===== src/rtl/bridge_pkg.sv =====
// Shared types and helpers for the SRAM-to-AXI bridge.
package bridge_pkg;

  typedef enum logic [1:0] {RIdle, RAr, RWait} rd_state_e;
  typedef enum logic [1:0] {WIdle, WSend, WResp} wr_state_e;

  localparam logic [3:0] DefaultInstId = 4'd0;
  localparam logic [3:0] DefaultDataId = 4'd1;

  // SRAM size code (0/1/2 = byte/half/word) maps directly onto AXI AxSIZE.
  function automatic logic [2:0] size_to_axsize(input logic [1:0] size);
    return {1'b0, size};
  endfunction

endpackage


===== src/rtl/sram_axi_wr_ctrl.sv =====
// Write-side controller: one AXI write (AW + W + B) at a time for the data master.
// AW and W are issued together and retire independently.
module sram_axi_wr_ctrl
  import bridge_pkg::*;
(
  input  logic        clk,
  input  logic        resetn,
  input  logic        accept_i,
  input  logic [31:0] addr_i,
  input  logic [1:0]  size_i,
  input  logic [3:0]  wstrb_i,
  input  logic [31:0] wdata_i,
  output logic        idle_o,
  output logic        done_o,
  output logic [31:0] awaddr_o,
  output logic [2:0]  awsize_o,
  output logic        awvalid_o,
  input  logic        awready_i,
  output logic [31:0] wdata_o,
  output logic [3:0]  wstrb_o,
  output logic        wvalid_o,
  input  logic        wready_i,
  input  logic        bvalid_i,
  output logic        bready_o
);

  wr_state_e   state_q, state_d;
  logic        aw_done_q, aw_done_d;
  logic        w_done_q, w_done_d;
  logic [31:0] addr_q;
  logic [2:0]  size_q;
  logic [3:0]  wstrb_q;
  logic [31:0] wdata_q;

  // State, handshake flags and latched payload.
  always_ff @(posedge clk) begin
    if (!resetn) begin
      state_q   <= WIdle;
      aw_done_q <= 1'b0;
      w_done_q  <= 1'b0;
      addr_q    <= '0;
      size_q    <= '0;
      wstrb_q   <= '0;
      wdata_q   <= '0;
    end else begin
      state_q   <= state_d;
      aw_done_q <= aw_done_d;
      w_done_q  <= w_done_d;
      if (accept_i) begin
        addr_q  <= addr_i;
        size_q  <= size_to_axsize(size_i);
        wstrb_q <= wstrb_i;
        wdata_q <= wdata_i;
      end
    end
  end

  // Next state and channel valids/readies.
  always_comb begin
    state_d   = state_q;
    aw_done_d = aw_done_q;
    w_done_d  = w_done_q;
    awvalid_o = 1'b0;
    wvalid_o  = 1'b0;
    bready_o  = 1'b0;
    done_o    = 1'b0;
    unique case (state_q)
      WIdle: if (accept_i) state_d = WSend;
      WSend: begin
        awvalid_o = !aw_done_q;
        wvalid_o  = !w_done_q;
        if (!aw_done_q && awready_i) aw_done_d = 1'b1;
        if (!w_done_q && wready_i) w_done_d = 1'b1;
        if (aw_done_d && w_done_d) begin
          state_d   = WResp;
          aw_done_d = 1'b0;
          w_done_d  = 1'b0;
        end
      end
      WResp: begin
        bready_o = 1'b1;
        if (bvalid_i) begin
          done_o  = 1'b1;
          state_d = WIdle;
        end
      end
      default: state_d = WIdle;
    endcase
  end

  assign idle_o   = (state_q == WIdle);
  assign awaddr_o = addr_q;
  assign awsize_o = size_q;
  assign wdata_o  = wdata_q;
  assign wstrb_o  = wstrb_q;

endmodule


===== src/rtl/sram_axi_bridge.sv =====
// Bridges the inst and data SRAM-like ports onto one AXI master.
// Optional macro BRIDGE_RAW_ADDR_CMP_EN: inst reads stall behind an in-flight write only
// when they hit the same word; otherwise any in-flight write stalls inst reads.
module sram_axi_bridge
  import bridge_pkg::*;
#(
  parameter logic [3:0] INST_ID = DefaultInstId,
  parameter logic [3:0] DATA_ID = DefaultDataId
) (
  input  logic        clk,
  input  logic        resetn,
  input  logic        inst_req,
  input  logic        inst_wr,
  input  logic [1:0]  inst_size,
  input  logic [3:0]  inst_wstrb,
  input  logic [31:0] inst_addr,
  input  logic [31:0] inst_wdata,
  output logic        inst_addr_ok,
  output logic        inst_data_ok,
  output logic [31:0] inst_rdata,
  input  logic        data_req,
  input  logic        data_wr,
  input  logic [1:0]  data_size,
  input  logic [3:0]  data_wstrb,
  input  logic [31:0] data_addr,
  input  logic [31:0] data_wdata,
  output logic        data_addr_ok,
  output logic        data_data_ok,
  output logic [31:0] data_rdata,
  output logic [3:0]  arid,
  output logic [31:0] araddr,
  output logic [2:0]  arsize,
  output logic        arvalid,
  input  logic        arready,
  input  logic [3:0]  rid,
  input  logic [31:0] rdata,
  input  logic        rvalid,
  output logic        rready,
  output logic [31:0] awaddr,
  output logic [2:0]  awsize,
  output logic        awvalid,
  input  logic        awready,
  output logic [31:0] wdata,
  output logic [3:0]  wstrb,
  output logic        wvalid,
  input  logic        wready,
  input  logic        bvalid,
  output logic        bready
);

  rd_state_e   rd_state_q, rd_state_d;
  logic [31:0] ar_addr_q, ar_addr_d;
  logic [2:0]  ar_size_q, ar_size_d;
  logic [3:0]  ar_id_q, ar_id_d;

  logic wr_idle, wr_done, wr_accept;
  logic data_busy, data_rd_grant, inst_grant, inst_hazard;
  logic rsp_inst, rsp_data;

  // The inst port is read-only; its write-side inputs carry no meaning.
  logic unused_inst;
  assign unused_inst = ^{inst_wr, inst_wstrb, inst_wdata};

  // Data master allows one outstanding transaction of either kind.
  assign data_busy     = ((rd_state_q != RIdle) && (ar_id_q == DATA_ID)) || !wr_idle;
  assign data_rd_grant = resetn && (rd_state_q == RIdle) && data_req && !data_wr && !data_busy;
  assign wr_accept     = resetn && data_req && data_wr && !data_busy;

`ifdef BRIDGE_RAW_ADDR_CMP_EN
  assign inst_hazard = !wr_idle && (inst_addr[31:2] == awaddr[31:2]);
`else
  assign inst_hazard = !wr_idle;
`endif

  assign inst_grant = resetn && (rd_state_q == RIdle) && inst_req && !data_rd_grant &&
                      !inst_hazard;

  // Read FSM state and latched AR payload.
  always_ff @(posedge clk) begin
    if (!resetn) begin
      rd_state_q <= RIdle;
      ar_addr_q  <= '0;
      ar_size_q  <= '0;
      ar_id_q    <= '0;
    end else begin
      rd_state_q <= rd_state_d;
      ar_addr_q  <= ar_addr_d;
      ar_size_q  <= ar_size_d;
      ar_id_q    <= ar_id_d;
    end
  end

  // Read arbitration, AR/R handshakes and response routing by rid.
  always_comb begin
    rd_state_d = rd_state_q;
    ar_addr_d  = ar_addr_q;
    ar_size_d  = ar_size_q;
    ar_id_d    = ar_id_q;
    arvalid    = 1'b0;
    rready     = 1'b0;
    rsp_inst   = 1'b0;
    rsp_data   = 1'b0;
    unique case (rd_state_q)
      RIdle: begin
        if (data_rd_grant) begin
          ar_addr_d  = data_addr;
          ar_size_d  = size_to_axsize(data_size);
          ar_id_d    = DATA_ID;
          rd_state_d = RAr;
        end else if (inst_grant) begin
          ar_addr_d  = inst_addr;
          ar_size_d  = size_to_axsize(inst_size);
          ar_id_d    = INST_ID;
          rd_state_d = RAr;
        end
      end
      RAr: begin
        arvalid = 1'b1;
        if (arready) rd_state_d = RWait;
      end
      RWait: begin
        rready = 1'b1;
        if (rvalid) begin
          rsp_inst   = (rid == INST_ID);
          rsp_data   = (rid == DATA_ID);
          rd_state_d = RIdle;
        end
      end
      default: rd_state_d = RIdle;
    endcase
  end

  sram_axi_wr_ctrl u_wr_ctrl (
    .clk       (clk),
    .resetn    (resetn),
    .accept_i  (wr_accept),
    .addr_i    (data_addr),
    .size_i    (data_size),
    .wstrb_i   (data_wstrb),
    .wdata_i   (data_wdata),
    .idle_o    (wr_idle),
    .done_o    (wr_done),
    .awaddr_o  (awaddr),
    .awsize_o  (awsize),
    .awvalid_o (awvalid),
    .awready_i (awready),
    .wdata_o   (wdata),
    .wstrb_o   (wstrb),
    .wvalid_o  (wvalid),
    .wready_i  (wready),
    .bvalid_i  (bvalid),
    .bready_o  (bready)
  );

  assign arid         = ar_id_q;
  assign araddr       = ar_addr_q;
  assign arsize       = ar_size_q;
  assign inst_addr_ok = inst_grant;
  assign data_addr_ok = data_rd_grant || wr_accept;
  assign inst_data_ok = resetn && rsp_inst;
  assign data_data_ok = resetn && (rsp_data || wr_done);
  assign inst_rdata   = rdata;
  assign data_rdata   = rdata;

endmodule

===== config.mk =====
export PLATFORM = sky130hd
export DESIGN_NAME = sram_axi_bridge
export DESIGN_NICKNAME = d
export VERILOG_FILES = /design/src/rtl/bridge_pkg.sv /design/src/rtl/sram_axi_wr_ctrl.sv /design/src/rtl/sram_axi_bridge.sv
export SDC_FILE = /design/constraint.sdc
export NUM_CORES = 1
export LEC_CHECK = 0
export CORE_AREA = 2 2 145 147
export DETAILED_ROUTE_END_ITERATION = 6
export DIE_AREA = 0 0 147 149
export GPL_ROUTABILITY_DRIVEN = 0
export GPL_TIMING_DRIVEN = 0
export PLACE_DENSITY = 0.62
export SYNTH_ARGS = -nofsm -noshare
export SYNTH_HDL_FRONTEND = slang
export SYNTH_SLANG_ARGS = --single-unit

===== constraint.sdc =====
create_clock -name clk -period 2.55 [get_ports clk]
set_input_delay 0.255 -clock clk [delete_from_list [all_inputs] [get_ports clk]]
set_output_delay 0.255 -clock clk [all_outputs]
set_load 0.05 [all_outputs]

-- Word-level counts from Yosys, hierarchy flattened
Cells that the tools add are included.
- equal/unequal tests: 12
- multiplexer cells: 32
- reductions and logical operators: 33
- operators by type and width (cell ; number):
    32-bit 2-to-1 mux ; 2
    1-bit 2-to-1 mux ; 17
    1-bit logical AND ; 16
    2-bit 2-to-1 mux ; 7
    2-bit case mux with 3 select lines ; 2
    4-bit by 1-bit == test with 1-bit output, second input constant ; 2
    4-bit 2-to-1 mux ; 2
    1-bit zero test ; 6
    3-bit 2-to-1 mux ; 2
    2-bit != test, second input constant ; 3
    3-bit AND reduction ; 2
    2-bit by 1-bit == test with 1-bit output, second input constant ; 2
    2-bit == test, second input constant ; 2
    2-bit zero test ; 2
    4-bit zero test ; 1
    2-bit by 1-bit != test with 1-bit output, second input constant ; 2
    2-bit nonzero test ; 2
    1-bit logical OR ; 3
    3-bit != test, second input constant ; 1
    2-bit AND reduction ; 1
- flip-flop bits (word level): 115
- input port bits: 187
- output and inout port bits: 183
- logic and storage cells: 88

-- Longest topological paths before layout
- depth after elaboration: 11
- gate-level depth with buffers: 6
- mapped depth without buffers: 3

-- By module
Synthesis repeated with hierarchy kept, for this count alone.
- cell total of the unflattened synthesis: 545
- area total of the unflattened synthesis: 5491.5 µm²
- by module, submodules not included (module ; times used ; cells each ; area each (µm²) ; sequential area each (µm²)):
    sram_axi_wr_ctrl ; 1 ; 250 ; 2879.0 ; 1481.4
    sram_axi_bridge ; 1 ; 295 ; 2612.5 ; 740.7

-- Least setup slack after synthesis
OpenSTA, ideal clock, no wires.
- path type: register -> output
- from: reg rd_state_q[1]
- to: out data_data_ok
- arrival time: 2100 ps
- required time: 2295 ps
- slack: 195 ps
- cell stages (with the launch flop): 4
- buffers on the path: 0
- path through: dfxtp_1 -> nor2b_1 -> a32oi_1 -> nor2b_1
- word-level cells in the longest chain between the ends: 4
- RTL lines (what ; line ; source):
    start, declared ; sram_axi_bridge.sv:51 ; rd_state_e rd_state_q, rd_state_d;
    start signal, assigned ; sram_axi_bridge.sv:81 ; rd_state_q <= RIdle;
    start signal, assigned ; sram_axi_bridge.sv:86 ; rd_state_q <= rd_state_d;
    2-bit == test ; sram_axi_bridge.sv:103 ; unique case (rd_state_q)
    1-bit 2-to-1 mux ; sram_axi_bridge.sv:103 ;
    1-bit logical OR ; sram_axi_bridge.sv:161 ; assign data_data_ok = resetn && (rsp_data || wr_done);
    1-bit logical AND ; sram_axi_bridge.sv:161 ;
    end, declared ; sram_axi_bridge.sv:28 ; output logic data_data_ok,
No other way between the ends.

-- Final worst setup path
- from: reg u_wr_ctrl.state_q[1]
- to: out inst_addr_ok
- word-level cells in the longest chain between the ends: 8
- RTL lines (what ; line ; source):
    start, declared ; sram_axi_wr_ctrl.sv:27 ; wr_state_e state_q, state_d;
    start signal, assigned ; sram_axi_wr_ctrl.sv:38 ; state_q <= WIdle;
    start signal, assigned ; sram_axi_wr_ctrl.sv:46 ; state_q <= state_d;
    2-bit zero test (*) ; sram_axi_wr_ctrl.sv:91 ; assign idle_o = (state_q == WIdle);
    1-bit zero test ; -- ;
    1-bit logical OR ; sram_axi_bridge.sv:65 ; assign data_busy = ((rd_state_q != RIdle) && (ar_id_q == DATA_ID)) || !wr_idle;
    1-bit zero test ; sram_axi_bridge.sv:66 ; assign data_rd_grant = resetn && (rd_state_q == RIdle) && data_req && !data_wr && !data_busy;
    1-bit logical AND ; sram_axi_bridge.sv:66 ;
    1-bit zero test ; sram_axi_bridge.sv:75 ; assign inst_grant = resetn && (rd_state_q == RIdle) && inst_req && !data_rd_grant &&
    1-bit logical AND ; sram_axi_bridge.sv:75 ;
    1-bit logical AND (*) ; sram_axi_bridge.sv:75 ;
    end, declared ; sram_axi_bridge.sv:18 ; output logic inst_addr_ok,
Every way passes the cells marked *; elsewhere a longest branch is shown, timed or not.

==> flow_summary.yaml <==
run_status:
  run_status: "finished clean"
critical_path:
  worst_path_dominant_cell_family: "simple AND/OR/NAND/NOR gates"
  data_arrival_at_the_endpoint_of_the_critical_path_ns: 2.09
  timing.critical_path.buf_inv: 1
  critical_path_cell_count: 4
  critical_path_s_slowest_cell: "sky130_fd_sc_hd__dlygate4sd2_1"
  timing.critical_path.from_type: "flip-flop"
  worst_setup_path_end_kind: "primary output"
  critPathKind: "flip-flop to primary output"
  timing.critical_path.cells: "or3b_4 -> nor3_1 -> and2_1 -> dlygate4sd2_1"
  critical_path_peak_fanout: 7
  critical_path_required_ns: 2.30
  critical_path.max_stage_delay_ns: 0.56
  reg2regPathDepth: 6
detailed_routing:
  route.vias.total: 5489
  detailedRoute.firstIterationViolations: 187
  drc_errors: 0
  drtPass1Iterations: 4
  detail_route.vias_per_cell: 4.636
  routed_wl_um: 20330
  drtAntennaViolNets: 0
  detail_route.wl_per_cell_um: 17.17
yosys:
  synth_cell_type_count: 36
  syn-cell-area_um2: 5324
  synthesis.instances: 595
  seq_area_frac_synth: 0.4174
  yosys_register_bits: 111
  yosysWarnings: 0
  synth.avg_cell_area_um2: 8.948
timing:
  final.setup.worst_slack_ns: 0.2082
  period_minus_slack_ns: 2.342
  totalNegativeSetupSlack_ns: 0
  setup_viol: 0
  clock.fmax_mhz: 427.0
  grt_setup_unrepaired: "no"
  clock-skew-final_ns: 0.01462
  layout_worst_path_cycle_share: 0.9184
  timing_max_transition_violations_final: 0
  worst-slew-pin-transition_ns: 0.6701
  finalHoldViolations: 0
  fin_worst_hold_slack_ns: 0.4484
  worst_slew_margin_rel: 0.5532
global_routing:
  antenna_found_initial: 0
  maximum_number_of_pins_on_one_net_before_global_route_repair: 20
  grt_pass1_wl_um: 30230
  vias_in_the_first_global_route: 5239
  gr-usage-all-layers: 0.1774
  globalRoute.totalOverflow: 0
floorplanning:
  row_count: 53
  ios: 370
  core_um2: 20560
  initial_utilization: 0.2590
  chip_height_um: 149
  die-width_um: 147
  design.die.area_um2: 21900
final_layout:
  drive_above_1_share: 0.1265
  register_area_um2: 2222
  final_net_count: 1091
  multi_input_comb_area_um2: 2355
  total_non_filler_cell_area_in_the_finished_layout_um2: 8971
  final_common_cell: "sky130_fd_sc_hd__clkdlybuf4s50_1"
  fillCellCount: 2065
  antenna_diode_count: 0
  area_growth_pct: 68.51
  mostFrequentLayoutCells: "sky130_fd_sc_hd__clkdlybuf4s50_1 (290), sky130_fd_sc_hd__dfxtp_1 (111), sky130_fd_sc_hd__buf_4 (75), sky130_fd_sc_hd__nand2_1 (72)"
pwr:
  share_seq_of_total_power: 0.375
  peakVddDrop_v: 0.0003004
  clock_power_share: 0.293
  p_leak_nw: 3.331
  p_sw_frac: 0.3536
  power_density_normalized_to_cell_area_nw_per_um2: 573.4
  power.net_switching_mw: 1.819
  p_total_mw: 5.144
  power_report.internal_total_mw: 3.325
  comb_power_share: 0.332
placed_design:
  place.port_buffers: 294
  dp_hpwl_um: 14860
  setup_slack_at_placement_ns: -0.9157
  placement_cell_area_um2: 8626
hold_path:
  hp-class: "flip-flop to flip-flop"
  timing.hold.worst_path_depth: 2
cts:
  cts_inserted_buffers: 9
  clock_tree_from_tritoncts: "built"
  clock-root-buffer: "sky130_fd_sc_hd__clkbuf_16"
  cts.path.max_buffers: 2
  h-tree-depth: 3
  worstSkewPairLatency_ns: 0.36
  clkTransAtPathRegs_ns: 0.07
  cts.sink_count: 111
job:
  cap_violations: 0
## tightest hold or removal path: cells and delay by family (launching register included)
| kind | cells | cell delay, ns |
|---|---|---|
| flip-flops | 1 | 0.31 |
| AO/OA/AOI/OAI | 1 | 0.05 |
| AND/OR/NAND/NOR | 1 | 0.05 |
## sequential cells by signal, summed over array words and instances, names as in the netlist
name,count
u_wr_ctrl.state_q,2
u_wr_ctrl.aw_done_q,1
araddr,32
rd_state_q,2
arsize,2
arid,1
u_wr_ctrl.wstrb_o,4
u_wr_ctrl.w_done_q,1
u_wr_ctrl.awaddr_o,32
u_wr_ctrl.wdata_o,32
u_wr_ctrl.awsize_o,2
## metal layers
layer | global-route usage | up-vias | wire (um)
met5 | 0 | - | 0
met4 | 0.03317 | 0 | 129
met3 | 0.05291 | 11 | 1554
met2 | 0.3047 | 226 | 9849
met1 | 0.2234 | 2588 | 8796
li1 | - | 2664 | -
## cell usage after synthesis (all sizes together)
library cell	n	area, um^2
dfxtp	111	2222
buf	87	626.8
nand2	72	270.3
o21ai	72	360.3
nand4	69	431.7
clkbuf	39	146.4
nand2b	37	231.5
mux2	34	382.9
o221a	34	382.9
nor2b	8	50.05
nor2	7	26.28
a21oi	3	15.01
and2	2	12.51
inv	2	7.510
o21a	2	15.01
a211oi	1	20.02
a22oi	1	7.510
a32oi	1	8.760
and3	1	6.260
and4b	1	10.01
conb	1	3.750
mux2i	1	10.01
nor3	1	5.000
nor3b	1	12.51
nor4b	1	8.760
nor4bb	1	10.01
o21bai	1	7.510
o221ai	1	8.760
o22ai	1	6.260
or2	1	6.260
or3b	1	11.26
## path summary, 6_finish.rpt
check	start	end	slack, ns
worst max-delay path	u_wr_ctrl.state_q[1]$_SDFFE_PN0P_	inst_addr_ok	0.21
worst min-delay path	u_wr_ctrl.wdata_o[14]$_SDFFE_PN0P_	u_wr_ctrl.wdata_o[14]$_SDFFE_PN0P_	0.45
worst max register to register	rd_state_q[1]$_SDFFE_PN0P_	u_wr_ctrl.awaddr_o[29]$_SDFFE_PN0P_	0.54
worst min register to register	u_wr_ctrl.wdata_o[14]$_SDFFE_PN0P_	u_wr_ctrl.wdata_o[14]$_SDFFE_PN0P_	0.45
## power groups by stage
stage	combinational, mW	sequential [mW]	clock (mW)
3_5_place_dp	1.71	1.96	0
5_1_grt	1.79	1.94	1.61
6_report	1.71	1.93	1.51
4_1_cts	1.72	1.93	1.56
2_1_floorplan	0.645	2.36	0
3_3_place_gp	1.71	1.96	0
## cell type report
class                   instances  area share
plain buffers                 123     0.08563
repair buffers                297      0.3307
multi-input cells             360      0.2625
inverters                       2   0.0008368
flip-flops and latches        111      0.2477
well taps                     275     0.03835
clock inverters                 6    0.007671
clock buffers                  10     0.02664
## what timing repair did
item / in CTS / in global routing
hold buffers: 0 / 0
resized for setup: 15 / 3
setup buffers: 3 / 0
pin swaps: 2 / 1
cloned: 0 / 0
setup endpoints to repair: 3 / 3
## kinds of logic (layout without fill, tap and decap cells)
logic type             after synthesis  after routing  share of synthesized area
AND/OR/NAND/NOR                    203            203                     0.2052
AO/OA/AOI/OAI                      117            117                     0.1563
flip-flops                         111            111                     0.4174
buffers and inverters              128            438                     0.1466
multiplexers                        35             35                    0.07379
other                                1              5                  0.0007044
## per-stage QoR
stage	instances	util
finish	1184	0.4364
global placement	1168	0.4196
CTS	1185	0.4363
floorplan	599	-
detailed placement	1168	0.4196
global route	1184	0.4364
Power figures use the tool's default switching activity.
